`config.mk`:
```
export PLATFORM = sky130hd
export DESIGN_NAME = uart_imem_loader_flat
export DESIGN_NICKNAME = d
export VERILOG_FILES = /design/src/rtl/uart_imem_loader_if.sv /design/src/rtl/uart_imem_loader.sv /design/src/flat_wrapper.sv
export SDC_FILE = /design/constraint.sdc
export NUM_CORES = 1
export LEC_CHECK = 0
export ABC_AREA = 1
export BUFFER_PORTS_ARGS = -buffer_cell sky130_fd_sc_hd__buf_2
export CAP_MARGIN = 20
export CORE_UTILIZATION = 48
export CTS_BUF_LIST = sky130_fd_sc_hd__clkbuf_2 sky130_fd_sc_hd__clkbuf_4 sky130_fd_sc_hd__clkbuf_8
export DETAILED_ROUTE_END_ITERATION = 7
export PLACE_DENSITY = 0.8
export SLEW_MARGIN = 10
export SYNTH_ARGS = -nofsm -noshare
export SYNTH_HDL_FRONTEND = slang
export SYNTH_SLANG_ARGS = --single-unit
```
`constraint.sdc`:
```
create_clock -name clk -period 2 [get_ports clk]
set_input_delay 0.1 -clock clk [delete_from_list [all_inputs] [get_ports clk]]
set_output_delay 0.1 -clock clk [all_outputs]
set_load 0.005 [all_outputs]
```
`src/rtl/uart_imem_loader_if.sv`:
```
// Byte stream from the UART receiver and the instruction-memory write port
// of the program loader, bundled for connection to uart_imem_loader.
interface uart_imem_loader_if #(
    parameter int ADDR_W = 8
);
    logic              uart_rx_valid;
    logic [7:0]        uart_rx_data;
    logic              uart_rx_break;
    logic              imem_we;
    logic [ADDR_W-1:0] imem_addr;
    logic [31:0]       imem_wdata;
    logic [ADDR_W:0]   word_count;
    logic              write_done;
    logic              mem_full;
    logic              err_timeout;

    // master: the UART/test side that feeds bytes and observes the writes
    modport master (
        output uart_rx_valid, uart_rx_data, uart_rx_break,
        input  imem_we, imem_addr, imem_wdata, word_count,
        input  write_done, mem_full, err_timeout
    );

    // slave: the loader itself
    modport slave (
        input  uart_rx_valid, uart_rx_data, uart_rx_break,
        output imem_we, imem_addr, imem_wdata, word_count,
        output write_done, mem_full, err_timeout
    );
endinterface

```
`src/rtl/uart_imem_loader.sv`:
```
// Assembles UART bytes (LSB first) into 32-bit instructions and writes them to
// sequential instruction-memory words until an end marker or a full memory.
//
// state   | meaning
// --------+-----------------------------------------------------------
// COLLECT | gathering bytes of the current word, timeout running
// WRITE   | one-cycle instruction-memory write of the assembled word
// DONE    | loading finished, everything frozen until rst
module uart_imem_loader #(
    parameter int          ADDR_W      = 8,
    parameter int          MEM_DEPTH   = 256,
    parameter logic [31:0] END_MARKER  = 32'hFFFF_FFFF,
    parameter int          TIMEOUT_CYC = 1000000
) (
    input  logic                clk,
    input  logic                rst,
    uart_imem_loader_if.slave   bus
);
    localparam int TMO_W = $clog2(TIMEOUT_CYC + 1);
    localparam logic [TMO_W-1:0]  TMO_LAST = TMO_W'(TIMEOUT_CYC - 1);
    localparam logic [ADDR_W:0]   DEPTH_CNT = (ADDR_W+1)'(MEM_DEPTH);

    typedef enum logic [1:0] {
        COLLECT = 2'd0,
        WRITE   = 2'd1,
        DONE    = 2'd2
    } state_t;

    state_t            state, state_nx;
    logic              prev_valid;
    logic [1:0]        byte_idx, byte_idx_nx;
    logic [31:0]       shift_reg, shift_nx;
    logic [TMO_W-1:0]  tmo_cnt, tmo_nx;
    logic [ADDR_W:0]   word_count, word_count_nx;
    logic [ADDR_W-1:0] addr_q, addr_nx;
    logic [31:0]       wdata_q, wdata_nx;
    logic              done_q, done_nx;
    logic              full_q, full_nx;
    logic              tmo_err_q, tmo_err_nx;

    logic              byte_edge;
    logic [31:0]       with_byte;
    logic [ADDR_W:0]   wc_inc;

    assign byte_edge = bus.uart_rx_valid & ~prev_valid;
    assign wc_inc    = word_count + 1'b1;

    // Shift register with the incoming byte dropped into its lane
    always_comb begin
        with_byte = shift_reg;
        case (byte_idx)
            2'd0:    with_byte[7:0]   = bus.uart_rx_data;
            2'd1:    with_byte[15:8]  = bus.uart_rx_data;
            2'd2:    with_byte[23:16] = bus.uart_rx_data;
            default: with_byte[31:24] = bus.uart_rx_data;
        endcase
    end

    always_comb begin
        state_nx      = state;
        byte_idx_nx   = byte_idx;
        shift_nx      = shift_reg;
        tmo_nx        = tmo_cnt;
        word_count_nx = word_count;
        addr_nx       = addr_q;
        wdata_nx      = wdata_q;
        done_nx       = done_q;
        full_nx       = full_q;
        tmo_err_nx    = 1'b0;

        case (state)
            COLLECT: begin
                if (bus.uart_rx_break) begin
                    byte_idx_nx = 2'd0;
                    shift_nx    = '0;
                    tmo_nx      = '0;
                end else if (byte_edge) begin
                    tmo_nx   = '0;
                    shift_nx = with_byte;
                    if (byte_idx == 2'd3) begin
                        byte_idx_nx = 2'd0;
                        if (with_byte == END_MARKER) begin
                            state_nx = DONE;
                            done_nx  = 1'b1;
                        end else begin
                            state_nx = WRITE;
                            addr_nx  = word_count[ADDR_W-1:0];
                            wdata_nx = with_byte;
                        end
                    end else begin
                        byte_idx_nx = byte_idx + 2'd1;
                    end
                end else if (byte_idx != 2'd0) begin
                    if (tmo_cnt == TMO_LAST) begin
                        byte_idx_nx = 2'd0;
                        shift_nx    = '0;
                        tmo_nx      = '0;
                        tmo_err_nx  = 1'b1;
                    end else begin
                        tmo_nx = tmo_cnt + 1'b1;
                    end
                end
            end
            WRITE: begin
                word_count_nx = wc_inc;
                if (wc_inc == DEPTH_CNT) begin
                    state_nx = DONE;
                    done_nx  = 1'b1;
                    full_nx  = 1'b1;
                end else begin
                    state_nx = COLLECT;
                    // an edge here starts the next word rather than being lost
                    if (byte_edge) begin
                        shift_nx[7:0] = bus.uart_rx_data;
                        byte_idx_nx   = 2'd1;
                        tmo_nx        = '0;
                    end
                end
            end
            DONE: begin
            end
            default: state_nx = COLLECT;
        endcase
    end

    always_ff @(posedge clk) begin
        if (rst) begin
            state      <= COLLECT;
            prev_valid <= 1'b0;
            byte_idx   <= 2'd0;
            shift_reg  <= '0;
            tmo_cnt    <= '0;
            word_count <= '0;
            addr_q     <= '0;
            wdata_q    <= '0;
            done_q     <= 1'b0;
            full_q     <= 1'b0;
            tmo_err_q  <= 1'b0;
        end else begin
            state      <= state_nx;
            prev_valid <= bus.uart_rx_valid;
            byte_idx   <= byte_idx_nx;
            shift_reg  <= shift_nx;
            tmo_cnt    <= tmo_nx;
            word_count <= word_count_nx;
            addr_q     <= addr_nx;
            wdata_q    <= wdata_nx;
            done_q     <= done_nx;
            full_q     <= full_nx;
            tmo_err_q  <= tmo_err_nx;
        end
    end

    assign bus.imem_we     = (state == WRITE);
    assign bus.imem_addr   = addr_q;
    assign bus.imem_wdata  = wdata_q;
    assign bus.word_count  = word_count;
    assign bus.write_done  = done_q;
    assign bus.mem_full    = full_q;
    assign bus.err_timeout = tmo_err_q;
endmodule

```
`src/flat_wrapper.sv`:
```
// flat-port wrapper written by rule: the top's interface ports become plain ports
module uart_imem_loader_flat 
#(
    parameter int          ADDR_W      = 8,
    parameter int          MEM_DEPTH   = 256,
    parameter logic [31:0] END_MARKER  = 32'hFFFF_FFFF,
    parameter int          TIMEOUT_CYC = 1000000
)
  (clk, rst, bus_uart_rx_valid, bus_uart_rx_data, bus_uart_rx_break, bus_imem_we, bus_imem_addr, bus_imem_wdata, bus_word_count, bus_write_done, bus_mem_full, bus_err_timeout);
  uart_imem_loader_if #(.ADDR_W(ADDR_W)) bus_i ();
  input  logic clk;
  input  logic rst;
  input wire logic [$bits(bus_i.uart_rx_valid)-1:0] bus_uart_rx_valid;
  input wire logic [$bits(bus_i.uart_rx_data)-1:0] bus_uart_rx_data;
  input wire logic [$bits(bus_i.uart_rx_break)-1:0] bus_uart_rx_break;
  output wire logic [$bits(bus_i.imem_we)-1:0] bus_imem_we;
  output wire logic [$bits(bus_i.imem_addr)-1:0] bus_imem_addr;
  output wire logic [$bits(bus_i.imem_wdata)-1:0] bus_imem_wdata;
  output wire logic [$bits(bus_i.word_count)-1:0] bus_word_count;
  output wire logic [$bits(bus_i.write_done)-1:0] bus_write_done;
  output wire logic [$bits(bus_i.mem_full)-1:0] bus_mem_full;
  output wire logic [$bits(bus_i.err_timeout)-1:0] bus_err_timeout;
  assign bus_i.uart_rx_valid = bus_uart_rx_valid;
  assign bus_i.uart_rx_data = bus_uart_rx_data;
  assign bus_i.uart_rx_break = bus_uart_rx_break;
  assign bus_imem_we = bus_i.imem_we;
  assign bus_imem_addr = bus_i.imem_addr;
  assign bus_imem_wdata = bus_i.imem_wdata;
  assign bus_word_count = bus_i.word_count;
  assign bus_write_done = bus_i.write_done;
  assign bus_mem_full = bus_i.mem_full;
  assign bus_err_timeout = bus_i.err_timeout;
  uart_imem_loader #(.ADDR_W(ADDR_W), .MEM_DEPTH(MEM_DEPTH), .END_MARKER(END_MARKER), .TIMEOUT_CYC(TIMEOUT_CYC)) u_core (.clk(clk), .rst(rst), .bus(bus_i));
endmodule
```
==> metrics.md, run 1 <==
| Metric | Value |
|---|---|
| Maximum operating frequency | `~440 MHz` |
| Static Leak | `roughly 0.0031 uW` |
| Number of violations of the max-capacitance limit | `0` |
| Number of clock buffers inserted by TritonCTS | `9` |
| Synth async-reset ratio | `0%` |
| Die width | `between 100 and 150 um` |
| Smallest hold slack | `~0.036 ns` |
| Global-route wire length before repair | `about 26000 um` |
| Largest driver fanout on the critical path | `8` |
| Std-Cell Rows | `40` |
| Antenna Nets Post-Route | `0` |
| Startpoint of the worst register-to-register path | `u_core.byte_idx[0]$_SDFFE_PP0P_` |
| Number of flops mapped to enable cells by yosys | `0` |
| Fraction of final layout cells sized beyond drive strength 1 | `between 30% and 40%` |
| Sinks on Clock Net | `about 110` |
| RD Place Congestion | `about 0.90` |
| Root buffer cell | `sky130_fd_sc_hd__clkbuf_8` |
| Synth area leaders | `sky130_fd_sc_hd__dfxtp_1, sky130_fd_sc_hd__nand2_1, sky130_fd_sc_hd__nand4_1, sky130_fd_sc_hd__inv_1, sky130_fd_sc_hd__a21oi_2` |
| Total vias in the final route | `6269` |
| Setup Skew | `about 0.023 ns` |
| Avg WL per Cell | `roughly 16 um` |
| Arrival time at the worst endpoint | `2.61 ns` |
| Cells after Synth | `847` |
| Antenna cells | `0` |
| Worst setup path start | `u_core.byte_idx[0]$_SDFFE_PP0P_` |
| Number of detailed-routing iterations run before antenna repair | `6` |
| Data required time at the worst endpoint | `about 2.3 ns` |
| Via count of the first global-routing pass | `around 5500` |
| Vias per cell | `5.50` |
| Worst slew slack as a fraction of its limit | `55.8%` |
| Number of storage elements in the synthesis netlist | `roughly 110` |
| Slack of the critical path | `-0.265 ns` |
| Setup violators final | `43` |
| Minimum period implied by the final worst setup slack | `about 2.3 ns` |
| Fin nets | `984` |
| Number of max-slew violations in the final report | `0` |
| Share of the yosys chip area belonging to registers | `36.4%` |
| P&R area growth vs syn | `28.4%` |
| All-Layer GR Usage | `between 20% and 30%` |
| I/O pin count | `65` |
| Placeable core region | `between 10000 and 15000 um2` |
| Violated checks | `setup timing` |
| Fin Setup TNS | `-9.92 ns` |
| Post-detailed-route DRC marker count | `0` |
| Final cycle utilization of the critical path | `113%` |
| Unique cell type count in the Yosys netlist | `35` |
| Cell taking the most area after synthesis | `sky130_fd_sc_hd__dfxtp_1` |
| Type of the most critical hold path | `in2reg` |
| Mean post-synth cell area | `just over 7 um2` |
| Total of warnings raised by yosys | `0` |
| CP Class | `reg2reg` |
| Library cell with the highest instance count after synthesis | `sky130_fd_sc_hd__nand2_1` |
| Final hold violation count | `0` |
| RSZ-0062 raised after global routing | `true` |
| Net count after synthesis | `865` |
| Port bufs | `64` |
| Final core utilization | `63.6%` |
| Area of the die | `~13000 um2` |
| Cell Area, Synth | `roughly 6000 um2` |
| Largest vdd supply drop | `0.000656 V` |
| Maximum buffer depth of the clock tree | `2` |
| Top-area cell type share of the netlist area | `between 30 and 40%` |
| Initial core utilization | `49.5%` |
| Leading register cell type out of synthesis | `sky130_fd_sc_hd__dfxtp_1` |
| Nature of the critical path endpoint | `flip-flop` |
| Worst hold start | `bus_uart_rx_break` |
| Pin count of the biggest net entering global routing | `80` |
| Ratio of total power to cell area | `605 nW/um2` |
| Status | `complete, but fails checks` |
| Register clock-pin slew on the reported worst setup and hold paths | `roughly 0.12 ns` |
| TritonCTS clock tree | `done` |
| Setup crit start kind | `flip-flop` |
| Initial antenna violation count | `0` |
| Final WL | `about 18000 um` |
| Grt ovf | `0` |
| Reg2Reg Setup Slack | `-0.27 ns` |
| Commonest cells in the netlist | `sky130_fd_sc_hd__nand2_1, sky130_fd_sc_hd__dfxtp_1, sky130_fd_sc_hd__inv_1` |
| Slew at the pin with the worst max-slew slack | `~0.66 ns` |
| Die Ht | `between 100 and 150 um` |
| Skew-Pair Late Insertion Delay | `roughly 0.42 ns` |
| Starting DRC count in detailed routing | `626` |
| Detail Placement HPWL | `around 11000 um` |
| Number of H-tree branching levels | `3` |
==> per-layer routing <==
layer  GRT usage [%]  wire (um)  up-vias  share of wire, %
met1            32.2       7260     2862                41
met2            43.3       8510      281                48
li1                -          -     3068                 -
met5               0          0        -                 0
met3            5.37       1320       58               7.5
met4            9.35        566        0               3.2
==> critical path: stages, from the launching register on <==
cell and delay [ns]:
sky130_fd_sc_hd__dfxtp_4 0.39, sky130_fd_sc_hd__buf_4 0.14, sky130_fd_sc_hd__ha_4 0.18, sky130_fd_sc_hd__buf_12 0.16
sky130_fd_sc_hd__o21ai_2 0.18, sky130_fd_sc_hd__nand2_1 0.11, sky130_fd_sc_hd__nor2_2 0.15, sky130_fd_sc_hd__nand2_2 0.10
sky130_fd_sc_hd__nor2_4 0.14, sky130_fd_sc_hd__nand2_4 0.08, sky130_fd_sc_hd__nand3_4 0.09, sky130_fd_sc_hd__buf_4 0.15
sky130_fd_sc_hd__buf_16 0.13, sky130_fd_sc_hd__nand2_2 0.05, sky130_fd_sc_hd__a21oi_2 0.13
==> power breakdown <==
group	total [uW]	internal [uW]	switching [uW]
combinational	1020	434	583
sequential	2290	2250	40.8
clock	1350	483	866
==> worst paths after layout <==
check                                               end  cells after the start
setup / recovery  u_core.bus.imem_wdata[0]$_SDFFE_PP0P_                     14
hold / removal          u_core.tmo_cnt[11]$_SDFFE_PP0P_                      4
setup reg to reg  u_core.bus.imem_wdata[0]$_SDFFE_PP0P_                     14
hold reg to reg        u_core.bus.mem_full$_SDFFE_PP0N_                      2
==> metrics by stage <==
stage | std cells | total power [uW] | instance area [um2] | setup slack [ns]
after floorplan | 847 | 2810 | 6000 | 0.0521
after global placement | 1107 | 3090 | 6880 | -0.155
after detailed placement | 1107 | 3110 | 6880 | -0.251
after CTS | 1131 | 4510 | 7360 | -0.0226
after global routing | 1139 | 4850 | 7700 | -0.359
final | 1139 | 4660 | 7700 | -0.265
==> layout by cell type, fill, tap and decap left out, types with 15 or more instances in the layout <==
cell type	count
sky130_fd_sc_hd__a211oi_1	24
sky130_fd_sc_hd__a21oi_1	45
sky130_fd_sc_hd__a21oi_2	41
sky130_fd_sc_hd__buf_2	63
sky130_fd_sc_hd__buf_4	71
sky130_fd_sc_hd__dfxtp_1	102
sky130_fd_sc_hd__inv_1	89
sky130_fd_sc_hd__nand2_1	155
sky130_fd_sc_hd__nand2_2	42
sky130_fd_sc_hd__nand3_1	37
sky130_fd_sc_hd__nand4_1	61
sky130_fd_sc_hd__nor2_1	71
sky130_fd_sc_hd__o21ai_0	17
sky130_fd_sc_hd__o21ai_1	15
==> cell type report <==
type,instances,area (um2)
Sequential cell,109,2200
Fill cell,1007,4410
Clock inverter,7,71.3
Inverter,96,373
Timing Repair Buffer,160,1300
Clock buffer,9,124
Tap cell,168,210
Multi-Input combinational cell,590,3430
==> cells by family after synthesis <==
group	share of synthesized area, %
xor+xnor	0.876
buf+inv	11.4
compound gates	18.5
simple gates	31.6
fa+ha+maj	1.25
flops	36.4
==> what timing repair did <==
action	4_1_cts	5_1_grt
resized for setup	57	73
hold buffers	1	0
endpoints found under the setup margin	43	80
pin swaps	10	18
endpoints found under the hold margin	1	0
gates cloned	3	1
setup buffers	4	7
Note: power is estimated with default switching activity, not from simulation.
==> run 2: changes to the inputs <==
--- a/config.mk
+++ b/config.mk
@@ -8,10 +8,13 @@
 export ABC_AREA = 1
 export BUFFER_PORTS_ARGS = -buffer_cell sky130_fd_sc_hd__buf_2
 export CAP_MARGIN = 20
-export CORE_UTILIZATION = 48
+export CELL_PAD_IN_SITES_DETAIL_PLACEMENT = 1
+export CELL_PAD_IN_SITES_GLOBAL_PLACEMENT = 1
+export CORE_UTILIZATION = 40
 export CTS_BUF_LIST = sky130_fd_sc_hd__clkbuf_2 sky130_fd_sc_hd__clkbuf_4 sky130_fd_sc_hd__clkbuf_8
 export DETAILED_ROUTE_END_ITERATION = 7
-export PLACE_DENSITY = 0.8
+export PLACE_DENSITY = 0.89
+export RECOVER_POWER = 100
 export SLEW_MARGIN = 10
 export SYNTH_ARGS = -nofsm -noshare
 export SYNTH_HDL_FRONTEND = slang
==> run 2 against run 1 <==
Effect of this change:
- the flow still finishes with violations (setup timing)
- global-route usage is 5.9 points higher
- cell count is 1.4% higher
- flip-flop and latch count stayed put
- maximum frequency is 7.4% lower
- final area is 0.47% higher
==> metrics.md, run 2 (synthesis results as in run 1) <==
| Metric | Value |
|---|---|
| Most frequent standard cell in the layout excluding fill and tap cells | `sky130_fd_sc_hd__nand2_1` |
| Bufs and invs on worst path | `3` |
| Pre-CTS worst setup slack | `-0.450 ns` |
| Die width | `approximately 120 um` |
| CP Class | `reg2reg` |
| Arrival time at the worst endpoint | `2.79 ns` |
| Area taken by flip-flops and latches | `roughly 2200 um2` |
| Critical register-to-register path endpoint | `u_core.bus.imem_wdata[11]$_SDFFE_PP0P_` |
| Sinks on Clock Net | `between 100 and 150` |
| RSZ-0062 raised after global routing | `true` |
| Avg WL per Cell | `23.5 um` |
| Port bufs | `64` |
| Final cycle utilization of the critical path | `122%` |
| Worst slew slack as a fraction of its limit | `between 40 and 50%` |
| Crit-path max cell delay | `roughly 0.44 ns` |
| Number of clock buffers inserted by TritonCTS | `9` |
| Startpoint of the worst register-to-register path | `u_core.byte_idx[1]$_SDFFE_PP0P_` |
| Final hold violation count | `0` |
| Standard cell with the maximum stage delay on the critical path | `sky130_fd_sc_hd__dfxtp_4` |
| Register clock-pin slew on the reported worst setup and hold paths | `about 0.13 ns` |
| Root buffer cell | `sky130_fd_sc_hd__clkbuf_8` |
| Violated checks | `setup timing` |
| Detail Placement HPWL | `13900 um` |
| Global-route wire length before repair | `38800 um` |
| Total vias in the final route | `7035` |
| Library cell appearing most often on the critical path | `sky130_fd_sc_hd__nand2_2` |
| Maximum buffer depth of the clock tree | `2` |
| Largest driver fanout on the critical path | `14` |
| Area of the die | `15500 um2` |
| Initial core utilization | `slightly above 40%` |
| Largest vdd supply drop | `slightly above 0.0004 V` |
| Type of the most critical hold path | `in2reg` |
| RD Place Congestion | `0.876` |
| Antenna cells | `0` |
| Pin count of the biggest net entering global routing | `80` |
| Setup violators final | `approximately 90` |
| Initial antenna violation count | `1` |
| Skew-Pair Late Insertion Delay | `around 0.4 ns` |
| Static Leak | `0.00303 uW` |
| Fin nets | `about 990` |
| Maximum operating frequency | `approximately 400 MHz` |
| Data required time at the worst endpoint | `about 2.3 ns` |
| Starting DRC count in detailed routing | `between 700 and 800` |
| Ratio of total power to cell area | `between 600 and 700 nW/um2` |
| I/O pin count | `65` |
| Slew at the pin with the worst max-slew slack | `between 0.7 and 0.8 ns` |
| Worst setup path start | `u_core.byte_idx[1]$_SDFFE_PP0P_` |
| Number of detailed-routing iterations run before antenna repair | `6` |
| Status | `complete, but fails checks` |
| P&R area growth vs syn | `29.0%` |
| Number of violations of the max-capacitance limit | `0` |
| Filler cells | `about 1800` |
| Design Power | `slightly below 5000 uW` |
| Number of H-tree branching levels | `3` |
| Antenna Nets Post-Route | `0` |
| Setup crit start kind | `flip-flop` |
| Grt ovf | `0` |
| Commonest cells after routing, fill and taps aside | `sky130_fd_sc_hd__nand2_1, sky130_fd_sc_hd__dfxtp_1, sky130_fd_sc_hd__inv_1, sky130_fd_sc_hd__nor2_1, sky130_fd_sc_hd__buf_4` |
| Via count of the first global-routing pass | `around 7200` |
| Reg2Reg Setup Slack | `-0.45 ns` |
| Vias per cell | `about 6.1` |
| All-Layer GR Usage | `roughly a third` |
| Minimum period implied by the final worst setup slack | `about 2.4 ns` |
| Cells along the critical path | `inv_4, ha_4, buf_8, o21ai_1, nand2_1, nor2_1, nand2_2, nor2_4, nand2_4, nand3_4, buf_12, nand2_2, a21oi_4` |
| Crit-path leading delay family | `simple AND/OR/NAND/NOR gates` |
| Std-Cell Rows | `44` |
| Final WL | `~27000 um` |
| Capturing element of the worst setup path | `u_core.bus.imem_wdata[11]$_SDFFE_PP0P_` |
| Number of max-slew violations in the final report | `0` |
| Setup Skew | `0.0269 ns` |
| Slack of the critical path | `-0.447 ns` |
| Worst r2r path cells | `13` |
| Total area of multi-input combinational cells | `around 3500 um2` |
| Die Ht | `around 120 um` |
| Cell depth of the worst setup path | `13` |
| Post-detailed-route DRC marker count | `0` |
| Placeable core region | `between 10000 and 15000 um2` |
| Fraction of final layout cells sized beyond drive strength 1 | `approximately 32%` |
| Nature of the critical path endpoint | `flip-flop` |
| TritonCTS clock tree | `done` |
==> run 2: changes by cell type in the layout (fill, tap and decap cells not counted), sizes merged <==
cell	change
buf	-26
clkinvlp	+1
inv	+1
clkinv	-3
clkbuf	+27
==> run 2: worst min path at each step <==
| stage | depth (start not counted) | startpoint | end | slack [ns] |
|---|---|---|---|---|
| 6_report | 4 | bus_uart_rx_break | u_core.tmo_cnt[10]$_SDFFE_PP0P_ | 0.09 |
| 5_1_grt | 4 | bus_uart_rx_break | u_core.tmo_cnt[10]$_SDFFE_PP0P_ | 0.09 |
| 4_1_cts | 4 | bus_uart_rx_break | u_core.tmo_cnt[11]$_SDFFE_PP0P_ | 0.04 |
| 3_5_place_dp | 3 | bus_uart_rx_valid | u_core.prev_valid$_SDFF_PP0_ | 0.33 |
| 3_3_place_gp | 3 | bus_uart_rx_valid | u_core.prev_valid$_SDFF_PP0_ | 0.32 |
| 2_1_floorplan | 2 | bus_uart_rx_valid | u_core.prev_valid$_SDFF_PP0_ | 0.22 |
==> run 2: final cells by class <==
| class | instances | share of cell area [%] |
|---|---|---|
| multi-input combinational | 590 | 45.7 |
| sequential | 109 | 28.4 |
| timing repair buffer | 161 | 15.7 |
| inverter | 96 | 4.82 |
| tap | 184 | 2.98 |
| clock buffer | 9 | 1.60 |
| clock inverter | 6 | 0.712 |
==> run 2: through the flow <==
stage                     hold slack [ns]  setup TNS (ns)  util (%)  cell area (um2)  std cells
final                              0.0914          -23.06      53.0             7740       1155
after global routing               0.0893          -29.48      53.0             7740       1155
after floorplan                     0.225               0         -             6000        847
after detailed placement            0.325          -15.57      47.3             6900       1121
after global placement              0.321           -6.16      47.3             6900       1121
after CTS                          0.0407           -2.68      51.0             7440       1149
==> run 2: where the power goes <==
part	switching, uW	internal, uW
Sequential	59.8	2250
Clock	905	472
Combinational	733	439
==> run 2: timing repair <==
action / 4_1_cts / 5_1_grt
cloned: 2 / 1
pin swaps: 14 / 20
buffers inserted: 10 / 8
hold endpoints to repair: 1 / 0
resized for setup: 70 / 89
setup endpoints to repair: 70 / 98
hold buffers: 1 / 0
==> run 2: tightest hold or removal path, delay by kind of cell <==
kind / cells / cell delay, ns
AO/OA/AOI/OAI: 1 / 0.06
AND/OR/NAND/NOR: 2 / 0.14
buffers and inverters: 1 / 0.16
==> run 2: metal layers <==
metal  part of all wire [%]  track usage [%]  vias to the layer above
li1                       -                -                     3042
met1                     38             37.5                     3393
met2                     48             52.6                      460
met3                    7.9             5.76                      140
met4                    6.1             18.6                        0
met5                      0                0                        -
==> run 3: changes to the inputs <==
--- a/config.mk
+++ b/config.mk
@@ -14,7 +14,8 @@
 export CTS_BUF_LIST = sky130_fd_sc_hd__clkbuf_2 sky130_fd_sc_hd__clkbuf_4 sky130_fd_sc_hd__clkbuf_8
 export DETAILED_ROUTE_END_ITERATION = 7
 export PLACE_DENSITY = 0.89
-export RECOVER_POWER = 100
+export RECOVER_POWER = 50
+export REMOVE_ABC_BUFFERS = 1
 export SLEW_MARGIN = 10
 export SYNTH_ARGS = -nofsm -noshare
 export SYNTH_HDL_FRONTEND = slang
==> run 3 against run 2 <==
Effect of this change:
- the flow still finishes with violations (setup timing)
- clock power grew 5%
- global-route usage shrank 0.38 points
- final area grew 5.7%
- via count is 3.7% higher
- sequential share of layout area down 1.5 points
- total power grew 4.1%
- register-to-register slack improved by 0.02 ns
- maximum frequency is 0.88% higher
- die area stayed put
- critical endpoint is now u_core.bus.imem_wdata[26]$_SDFFE_PP0P_
- highest routed layer unchanged
==> metrics.md, run 3 (synthesis results as in run 1) <==
| Metric | Value |
|---|---|
| Status | `complete, but fails checks` |
| Violated checks | `setup timing` |
| Final WL | `between 20000 and 30000 um` |
| Sinks on Clock Net | `around 110` |
| Placed cells | `around 1100` |
| Area after DPL | `just under 7000 um2` |
| Largest vdd supply drop | `approximately 0.00033 V` |
| Placeable core region | `between 10000 and 15000 um2` |
| Post-detailed-route DRC marker count | `0` |
| Number of H-tree branching levels | `3` |
| Nature of the critical path endpoint | `flip-flop` |
| Antenna cells | `0` |
| RD Place Congestion | `about 0.9` |
| CP Class | `reg2reg` |
| Post-route insts no fill | `about 1200` |
| Commonest cells after routing, fill and taps aside | `sky130_fd_sc_hd__nand2_1, sky130_fd_sc_hd__dfxtp_1, sky130_fd_sc_hd__inv_1, sky130_fd_sc_hd__buf_4, sky130_fd_sc_hd__nor2_1` |
| Type of the most critical hold path | `in2reg` |
| Slew at the pin with the worst max-slew slack | `just over 0.6 ns` |
| Std-Cell Rows | `44` |
| Setup violators final | `70` |
| RSZ-0062 raised after global routing | `true` |
| Static Leak | `about 0.0032 uW` |
| Minimum period implied by the final worst setup slack | `2.43 ns` |
| Fin nets | `1000` |
| I/O pin count | `65` |
| Maximum operating frequency | `between 400 and 500 MHz` |
| Smallest hold slack | `roughly 0.087 ns` |
| Ratio of total power to cell area | `619 nW/um2` |
| Initial core utilization | `about two fifths` |
| Number of clock buffers inserted by TritonCTS | `9` |
| Total vias in the final route | `about 7300` |
| Most frequent standard cell in the layout excluding fill and tap cells | `sky130_fd_sc_hd__nand2_1` |
| Slack of the critical path | `-0.426 ns` |
| Number of max-slew violations in the final report | `0` |
| Vias per cell | `around 6.2` |
| P&R area growth vs syn | `36.3%` |
| Post-route cell area | `about 8000 um2` |
| Initial antenna violation count | `0` |
| Grt ovf | `0` |
| Worst slew slack as a fraction of its limit | `between 50 and 60%` |
| Setup Skew | `approximately 0.015 ns` |
| Fin Setup TNS | `-17.73 ns` |
| Pre-CTS worst setup slack | `-0.365 ns` |
| Data required time at the worst endpoint | `roughly 2.3 ns` |
| Root buffer cell | `sky130_fd_sc_hd__clkbuf_8` |
| Arrival time at the worst endpoint | `2.72 ns` |
| Number of detailed-routing iterations run before antenna repair | `6` |
| Number of violations of the max-capacitance limit | `0` |
| Final cycle utilization of the critical path | `121%` |
| Area of the die | `about 15000 um2` |
| Skew-Pair Late Insertion Delay | `between 0.4 and 0.5 ns` |
| Setup crit start kind | `flip-flop` |
| Maximum buffer depth of the clock tree | `2` |
| Avg WL per Cell | `between 20 and 30 um` |
| Starting DRC count in detailed routing | `around 850` |
| Die width | `124 um` |
| Largest driver fanout on the critical path | `8` |
| Global-route wire length before repair | `38100 um` |
| Via count of the first global-routing pass | `about 7000` |
| Pin count of the biggest net entering global routing | `80` |
| All-Layer GR Usage | `a little under a third` |
| Register clock-pin slew on the reported worst setup and hold paths | `approximately 0.11 ns` |
| Port bufs | `64` |
| Final hold violation count | `0` |
| Fraction of final layout cells sized beyond drive strength 1 | `roughly two fifths` |
| Detail Placement HPWL | `13100 um` |
| Die Ht | `124 um` |
| TritonCTS clock tree | `done` |
| Antenna Nets Post-Route | `0` |
[run 3: power breakdown]
| group | internal (uW) | switching (uW) | total [uW] |
|---|---|---|---|
| Sequential | 2250 | 61.8 | 2310 |
| Combinational | 496 | 802 | 1300 |
| Clock | 620 | 832 | 1450 |
[run 3: cell type report]
type / instances / area (um2)
flip-flops and latches: 109 / 2200
multi-input cells: 590 / 3750
inverters: 96 / 378
clock buffers: 11 / 145
repair buffers: 176 / 1420
fillers: 1770 / 6410
clock inverters: 4 / 48.8
well taps: 184 / 230
[run 3: worst paths after layout]
path	from	end	slack, ns	cells after the start
max	u_core.byte_idx[1]$_SDFFE_PP0P_	u_core.bus.imem_wdata[26]$_SDFFE_PP0P_	-0.43	13
min	bus_uart_rx_break	u_core.tmo_cnt[10]$_SDFFE_PP0P_	0.09	4
max reg2reg	u_core.byte_idx[1]$_SDFFE_PP0P_	u_core.bus.imem_wdata[26]$_SDFFE_PP0P_	-0.43	13
min reg2reg	u_core.bus.imem_wdata[13]$_SDFFE_PP0P_	u_core.bus.imem_wdata[13]$_SDFFE_PP0P_	0.48	2
[run 3: per-stage QoR]
stage          power, uW  utilization [%]
2_1_floorplan       2740                -
5_1_grt             5190             56.0
4_1_cts             4650             51.3
6_report            5060             56.0
3_3_place_gp        3100             47.3
3_5_place_dp        3150             47.3
[run 3: timing repair]
item / in CTS / in global routing
hold endpoints to repair: 1 / 0
hold buffers: 1 / 0
pin swaps: 13 / 47
setup buffers: 16 / 17
resized for setup: 73 / 173
gates cloned: 2 / 4
endpoints found under the setup margin: 71 / 90
[run 3: per-layer routing]
metal	up-vias	share of wire, %	GRT usage [%]
li1	3089	-	-
met3	176	7.2	4.42
met2	498	48	54.3
met4	0	6.8	18.2
met1	3533	38	35.9
met5	-	0	0
[run 3: critical path, cell delays in order, from the launching register on]
cell and delay, ns:
sky130_fd_sc_hd__dfxtp_4 0.42, sky130_fd_sc_hd__inv_4 0.07, sky130_fd_sc_hd__ha_4 0.17, sky130_fd_sc_hd__buf_4 0.17, sky130_fd_sc_hd__o21ai_2 0.21, sky130_fd_sc_hd__nand2_1 0.10
sky130_fd_sc_hd__nor2_1 0.15, sky130_fd_sc_hd__nand2_1 0.16, sky130_fd_sc_hd__nor2_2 0.18, sky130_fd_sc_hd__nand2_4 0.11, sky130_fd_sc_hd__buf_6 0.15, sky130_fd_sc_hd__buf_12 0.13
sky130_fd_sc_hd__nand4_1 0.18, sky130_fd_sc_hd__a21oi_2 0.08
